===== config.mk =====
export PLATFORM = sky130hd
export DESIGN_NAME = if_fetch_ctrl
export DESIGN_NICKNAME = d
export VERILOG_FILES = /design/src/rtl/if_fetch_ctrl.sv
export SDC_FILE = /design/constraint.sdc
export NUM_CORES = 1
export LEC_CHECK = 0
export BUFFER_PORTS_ARGS = -buffer_cell sky130_fd_sc_hd__buf_2
export CAP_MARGIN = 30
export CELL_PAD_IN_SITES_DETAIL_PLACEMENT = 0
export CELL_PAD_IN_SITES_GLOBAL_PLACEMENT = 2
export CORE_ASPECT_RATIO = 1.5
export CORE_MARGIN = 2
export CORE_UTILIZATION = 27
export CTS_BUF_LIST = sky130_fd_sc_hd__clkbuf_2 sky130_fd_sc_hd__clkbuf_4 sky130_fd_sc_hd__clkbuf_8
export DETAILED_ROUTE_END_ITERATION = 10
export PLACE_DENSITY = 0.73
export SETUP_SLACK_MARGIN = 0.05
export SYNTH_ARGS = -nofsm -noshare
export SYNTH_HDL_FRONTEND = slang
export SYNTH_SLANG_ARGS = --single-unit

===== constraint.sdc =====
create_clock -name clk -period 13.12 [get_ports clk]
set_input_delay 3.936 -clock clk [delete_from_list [all_inputs] [get_ports clk]]
set_output_delay 3.936 -clock clk [all_outputs]
set_load 0.02 [all_outputs]

===== src/rtl/if_fetch_ctrl.sv =====
// Instruction-fetch sequencer: owns the PC, addresses the combinational IM and
// hands each fetched word to decode through a one-entry valid/ready output stage.
module if_fetch_ctrl #(
    parameter logic [31:0] RESET_PC = 32'h0000_0000,
    parameter int          IM_AW    = 5,
    parameter int          CNT_W    = 16
) (
    input  logic             clk,
    input  logic             rst,
    input  logic             run,
    output logic [IM_AW-1:0] im_addr,
    input  logic [31:0]      im_inst,
    input  logic             redirect_valid,
    input  logic [31:0]      redirect_pc,
    output logic             out_valid,
    input  logic             out_ready,
    output logic [31:0]      out_inst,
    output logic [31:0]      out_pc,
    output logic             fault,
    output logic             busy,
    output logic [CNT_W-1:0] fetch_count
);

    typedef enum logic [1:0] {
        S_IDLE  = 2'd0,
        S_FETCH = 2'd1,
        S_FAULT = 2'd2
    } state_t;

    state_t           r_state;
    state_t           w_state_nxt;
    logic [31:0]      r_pc;
    logic [31:0]      r_out_inst;
    logic [31:0]      r_out_pc;
    logic             r_out_valid;
    logic             r_fault;
    logic [CNT_W-1:0] r_count;

    logic w_misalign;
    logic w_fault_hit;
    logic w_redir;
    logic w_ld;
    logic w_accept;

    assign w_misalign  = redirect_valid && (redirect_pc[1:0] != 2'b00);
    assign w_fault_hit = w_misalign && (r_state != S_FAULT);
    assign w_redir     = redirect_valid && (redirect_pc[1:0] == 2'b00) && (r_state != S_FAULT);
    assign w_ld        = (r_state == S_FETCH) && (!r_out_valid || out_ready);
    assign w_accept    = r_out_valid && out_ready;

    always_ff @(posedge clk or posedge rst) begin
        if (rst) begin
            r_state <= S_IDLE;
        end else begin
            r_state <= w_state_nxt;
        end
    end

    // A redirect seen in IDLE only moves the PC; fetching starts on a later run cycle.
    always_comb begin
        w_state_nxt = r_state;
        case (r_state)
            S_IDLE: begin
                if (w_misalign) begin
                    w_state_nxt = S_FAULT;
                end else if (w_redir) begin
                    w_state_nxt = S_IDLE;
                end else if (run) begin
                    w_state_nxt = S_FETCH;
                end
            end
            S_FETCH: begin
                if (w_misalign) begin
                    w_state_nxt = S_FAULT;
                end else if (!run) begin
                    w_state_nxt = S_IDLE;
                end
            end
            S_FAULT: begin
                w_state_nxt = S_FAULT;
            end
            default: begin
                w_state_nxt = S_IDLE;
            end
        endcase
    end

    // Priority: misaligned fault, then aligned redirect (flushes the output stage), then load.
    always_ff @(posedge clk or posedge rst) begin
        if (rst) begin
            r_pc        <= RESET_PC;
            r_out_inst  <= 32'h0000_0000;
            r_out_pc    <= 32'h0000_0000;
            r_out_valid <= 1'b0;
            r_fault     <= 1'b0;
        end else begin
            if (w_fault_hit) begin
                r_fault     <= 1'b1;
                r_out_valid <= 1'b0;
            end else if (w_redir) begin
                r_pc        <= redirect_pc;
                r_out_valid <= 1'b0;
            end else if (w_ld) begin
                r_out_inst  <= im_inst;
                r_out_pc    <= r_pc;
                r_out_valid <= 1'b1;
                r_pc        <= r_pc + 32'd4;
            end else if (w_accept) begin
                r_out_valid <= 1'b0;
            end
        end
    end

    // A word flushed by a redirect in the same cycle is not counted as accepted.
    always_ff @(posedge clk or posedge rst) begin
        if (rst) begin
            r_count <= '0;
        end else if (w_accept && !redirect_valid) begin
            r_count <= r_count + CNT_W'(1);
        end
    end

    assign im_addr     = r_pc[IM_AW+1:2];
    assign out_valid   = r_out_valid;
    assign out_inst    = r_out_inst;
    assign out_pc      = r_out_pc;
    assign fault       = r_fault;
    assign busy        = (r_state == S_FETCH);
    assign fetch_count = r_count;

endmodule


Word level (Yosys, flattened, before mapping)
Cells that the tools add are included.

Register bits: 116. Latch bits: 0. RAM bits: 0. ROM bits: 0. Input bits: 69. Output and inout port bits: 88. Logic and storage cells: 46. Memories: 0.

$add $sub $neg: 2. Multiply operators: 0. Divide/modulo/power cells: 0. Magnitude comparators: 0. Equality and inequality tests: 5. Shift-type cells: 0. Muxes and demuxes: 12. Bitwise operators: 2. Reduce and logical (&&, ||, !) cells: 18.

Operators by type and width (number): $mux W32 (2); $add A32 B3 Y32 const B (1); $add A16 B1 Y16 const B (1); $mux W2 (5); $logic_and A1 B1 Y1 (7); $pmux W2 S3 (1); $logic_not A2 Y1 (2); $mux W1 (4); $ne A4 B4 Y1 const B (1); $reduce_and A2 Y1 (2); $reduce_bool A2 Y1 (2); $reduce_bool A4 Y1 (1); $ne A3 B2 Y1 const B (1); $reduce_and A3 Y1 (1); $eq A2 B1 Y1 const B (1); $eq A2 B2 Y1 const B (1); $logic_not A1 Y1 (2); $ne A2 B2 Y1 const B (1); $not A1 Y1 (2); $logic_or A1 B1 Y1 (1).

Logic depth before layout (Yosys ltp)
Depth in word-level cells: 6. Gate-level depth with buffers: 7. Gate-level depth less buffers: 6.

Worst setup path before layout
Ideal clock, no wire load.

Path type: input to register. From: input port redirect_valid. To: register r_pc[29]. Setup time: 0.082 ns. Arrival: 5.256 ns. Data required time: 13.038 ns. Setup slack: 7.782 ns. Cell stages on the path: 5. Buffers on the path: 1. Cell sequence: clkbuf_1 -> nor3_1 -> nand2_1 -> or4_1 -> a31oi_1.

Cells in the longest elaborated chain, start to end: 4. Elaborated cells between the ends (all ways): 8. Those cells by class: mux (1); bitwise (1); reduce/logical (6).

Ends and longest elaborated chain: start: declaration (line 13) `input logic redirect_valid,`; $logic_and A1 B1 Y1, on equally long branches (line 47, 45); $logic_and A1 B1 Y1, on equally long branches (line 47, 46); $reduce_bool A2 Y1 (no source line) / $not A1 Y1 (equally long branches); $reduce_and A2 Y1 (no source line); end signal: assignment (line 101) `r_pc <= redirect_pc;`; end signal: assignment (line 107) `r_pc <= r_pc + 32'd4;`; end: declaration (line 32) `logic [31:0] r_pc;`.

Parallel ways exist; a longest one is shown, timed or not. A chain may end at the register's enable or synchronous reset.

Final worst setup path
Ends and elaborated chain as after synthesis.

==> impl_metrics.py <==
metrics = {
    "status": {
        "status": "complete, no violations",
    },
    "finish": {
        "fill_cells": 2015,
        "drive_above_1_share_pct": 28.3,
        "area_growth_pct": 29.7,
        "fin_nets": 782,
        "finalNonFillerCells": 976,
        "utilization_pct": 35.8,
        "antennaDiodeCount": 0,
    },
    "routing": {
        "num_vias": 4332,
        "drc_errors": 0,
        "drt_iter0_drc": 177,
        "totalWireLength_microns": 14300,
        "ant_nets": 0,
        "vias_per_cell": 4.44,
        "wl_per_cell_microns": 14.7,
        "first_pass_iters": 4,
    },
    "global_routing": {
        "grt_usage_pct": 15.0,
        "overflow": 0,
        "grt_pass1_wl_microns": 23400,
        "grt_pass1_vias": 4393,
        "grt_antenna_before_repair": 1,
        "grt_start_max_net_pins": 82,
    },
    "sta": {
        "whs_ns": 0.467,
        "finalSetupViolations": 0,
        "period_needed_ns": 5.47,
        "fin_crit_sh_pct": 41.7,
        "fin_setup_tns_ns": 0,
        "maxSlewHeadroom_pct": 39.1,
        "grt_setup_unrepaired": "no",
        "hold_viol_final": 0,
        "worstMarginPinSlew_ns": 0.906,
        "slew_violations": 0,
        "max_freq_mhz": 183,
        "clock_skew_ns": 0.0107,
    },
    "hold_path": {
        "hp-class": "register to register",
    },
    "clocking": {
        "cts_sinks": 116,
        "clock_latency_ns": 0.43,
        "clk_pin_slew_ns": 0.07,
        "cts.path.max_buffers": 2,
        "hold_buffers": 0,
        "cts_setup_buffers": 0,
        "cts_buffers": 17,
        "root_buffer": "clkbuf_8",
        "cts_tree": "built",
        "cts_resized": 0,
        "cts_max_level": 4,
    },
    "logic_synthesis": {
        "synth_compound_area_share_pct": 4.99,
        "synth_adder_area_share_pct": 0.487,
        "synth-simple-area-share_pct": 28.0,
        "ys_warn_count": 0,
        "synth_top_family_by_area": "simple AND/OR/NAND/NOR gates",
        "synth_cell_types": 44,
        "synth_area_per_cell_sq_um": 9.17,
        "syn-instance-count": 561,
        "synth_nets": 632,
        "synth_seq_cells": 116,
        "muxShareOfSynthArea_pct": 0.414,
        "seq_area_frac_synth_pct": 56.4,
        "synth-xor-area-share_pct": 6.30,
        "mappedNetlistArea_sq_mm": 0.00514,
    },
    "floorplanning": {
        "core-area_sq_mm": 0.0186,
        "die_w_microns": 117,
        "num_rows": 61,
        "dieArea_sq_mm": 0.0202,
        "ios": 157,
        "dieHeight_microns": 173,
        "initial_utilization_pct": 27.6,
    },
    "setup_path": {
        "crit_start": "redirect_valid",
        "cp.required_ns": 13.46,
        "crit_path_end": "r_pc[29]",
        "r2r-end": "r_pc[30]",
        "timing.rr.start": "r_pc[3]",
        "worstSetupEndpointType": "register",
        "path_class": "primary input to register",
        "critPathArrivalTime_ns": 5.81,
        "crit_path_start_kind": "primary input",
        "ff2ff_setup_slack_ns": 10.64,
        "r2r_cells": 7,
        "critPathMaxFanout": 78,
    },
    "power": {
        "p_int_mw": 0.898,
        "clkPwrFrac_pct": 28.2,
        "power_frac_seq_pct": 42.1,
        "swShare_pct": 37.9,
        "worst_ir_drop_vdd_mv": 0.0611,
        "leakagePower_nw": 3.45,
        "p_comb_share_pct": 29.7,
        "switching_power_mw": 0.548,
        "powerDensity_mw_per_mm2": 217,
    },
    "placed_design": {
        "gp_congestion": 0.783,
        "place_inst": 943,
        "io_buffer_count": 156,
        "detailedPlacementHpwl_microns": 10100,
    },
    "run": {
        "drv_cap": 0,
    },
}
## area by class of cell
class | count | area, sq um | area share, %
timing repair buffer | 162 | 850 | 12.7
sequential | 116 | 2900 | 43.5
clock buffer | 18 | 248 | 3.71
tap | 252 | 315 | 4.73
inverter | 8 | 32.5 | 0.488
multi-input combinational | 406 | 2070 | 31.1
clock inverter | 14 | 248 | 3.71
## cell families after synthesis
group | count (synthesis)
fa+ha+maj | 2
mux | 2
simple gates | 320
xor+xnor | 37
flops | 116
buf+inv | 39
compound gates | 45
## state kept, by name (all words and copies together) (netlist names)
name / flops
out_pc: 32
r_state: 2
out_valid: 1
r_pc: 32
fault: 1
fetch_count: 16
out_inst: 32
## per-stage QoR
| step | worst slack, ns | area (sq um) | total power, mW |
|---|---|---|---|
| final | 7.65 | 6670 | 1.45 |
| after global routing | 7.53 | 6670 | 1.55 |
| after CTS | 7.66 | 6640 | 1.47 |
| after detailed placement | 7.17 | 6150 | 1.05 |
| after global placement | 7.24 | 6140 | 1.05 |
| after floorplan | 6.11 | 5140 | 0.884 |
## cells in the mapped netlist, drive strengths merged
cell type	n	area (sq um)
a211oi	1	7.51
a21o	1	7.51
a21oi	8	40.0
a221o	1	10.0
a22oi	2	15.0
a31oi	2	12.5
and2	3	18.8
and3	9	56.3
and3b	1	8.76
and4	1	8.76
buf	15	80.1
clkbuf	16	61.3
dfrtp	116	2900
ha	2	25.0
inv	8	30.0
mux2	1	11.3
mux2i	1	10.0
nand2	211	792
nand2b	5	31.3
nand3	21	105
nand3b	1	7.51
nand4	22	144
nor2	24	90.1
nor2b	2	12.5
nor3	8	40.0
nor4	8	77.6
nor4b	1	23.8
o211ai	1	7.51
o21ai	26	130
o21bai	1	7.51
o221a	1	11.3
o31ai	1	7.51
or3	1	6.26
or4	2	18.8
xnor2	19	166
xor2	18	158
## worst max-delay path, stage by stage
cell and delay [ns]:
buf_2 0.15, nor3_2 0.18, buf_4 0.65, nand2_1 0.14, or4_1 0.54, a31oi_1 0.17
## layout by cell type (no fill, tap or decap), types with 5 or more instances in the layout
| cell | instances |
|---|---|
| nand4_1 | 21 |
| nand2_1 | 211 |
| nand3_1 | 21 |
| and3_1 | 9 |
| nand2b_1 | 5 |
| nor3_1 | 7 |
| nor2_1 | 24 |
| o21ai_0 | 21 |
| a21oi_1 | 8 |
| buf_2 | 156 |
| clkbuf_8 | 18 |
| inv_1 | 7 |
| o21ai_1 | 5 |
| bufinv_16 | 6 |
| xnor2_1 | 19 |
| nor4_1 | 5 |
| dfrtp_1 | 116 |
| xor2_1 | 18 |
## layer usage
| layer | global-route usage, % | vias up | wire length [microns] |
|---|---|---|---|
| met5 | 0 | - | 13 |
| met4 | 4.71 | 2 | 66 |
| met3 | 4.00 | 4 | 588 |
| met2 | 26.3 | 92 | 7860 |
| met1 | 17.4 | 2090 | 5810 |
| li1 | - | 2144 | - |
## worst min-delay path by stage
stage	startpoint	endpoint	slack, ns	depth (start not counted)
after global placement	r_pc[0]	out_pc[0]	0.45	2
after detailed placement	r_pc[0]	out_pc[0]	0.45	2
after global routing	out_pc[27]	out_pc[27]	0.50	2
after floorplan	r_pc[0]	out_pc[0]	0.43	2
final	r_pc[1]	out_pc[1]	0.47	2
after CTS	r_pc[1]	out_pc[1]	0.47	2
## power groups by stage
stage	combinational, mW	sequential, mW	clock [mW]
4_1_cts	0.438	0.612	0.422
5_1_grt	0.474	0.632	0.444
2_1_floorplan	0.190	0.694	0
3_3_place_gp	0.432	0.616	0
3_5_place_dp	0.436	0.618	0
6_report	0.429	0.609	0.408
Note: power is estimated with default switching activity, not from simulation.
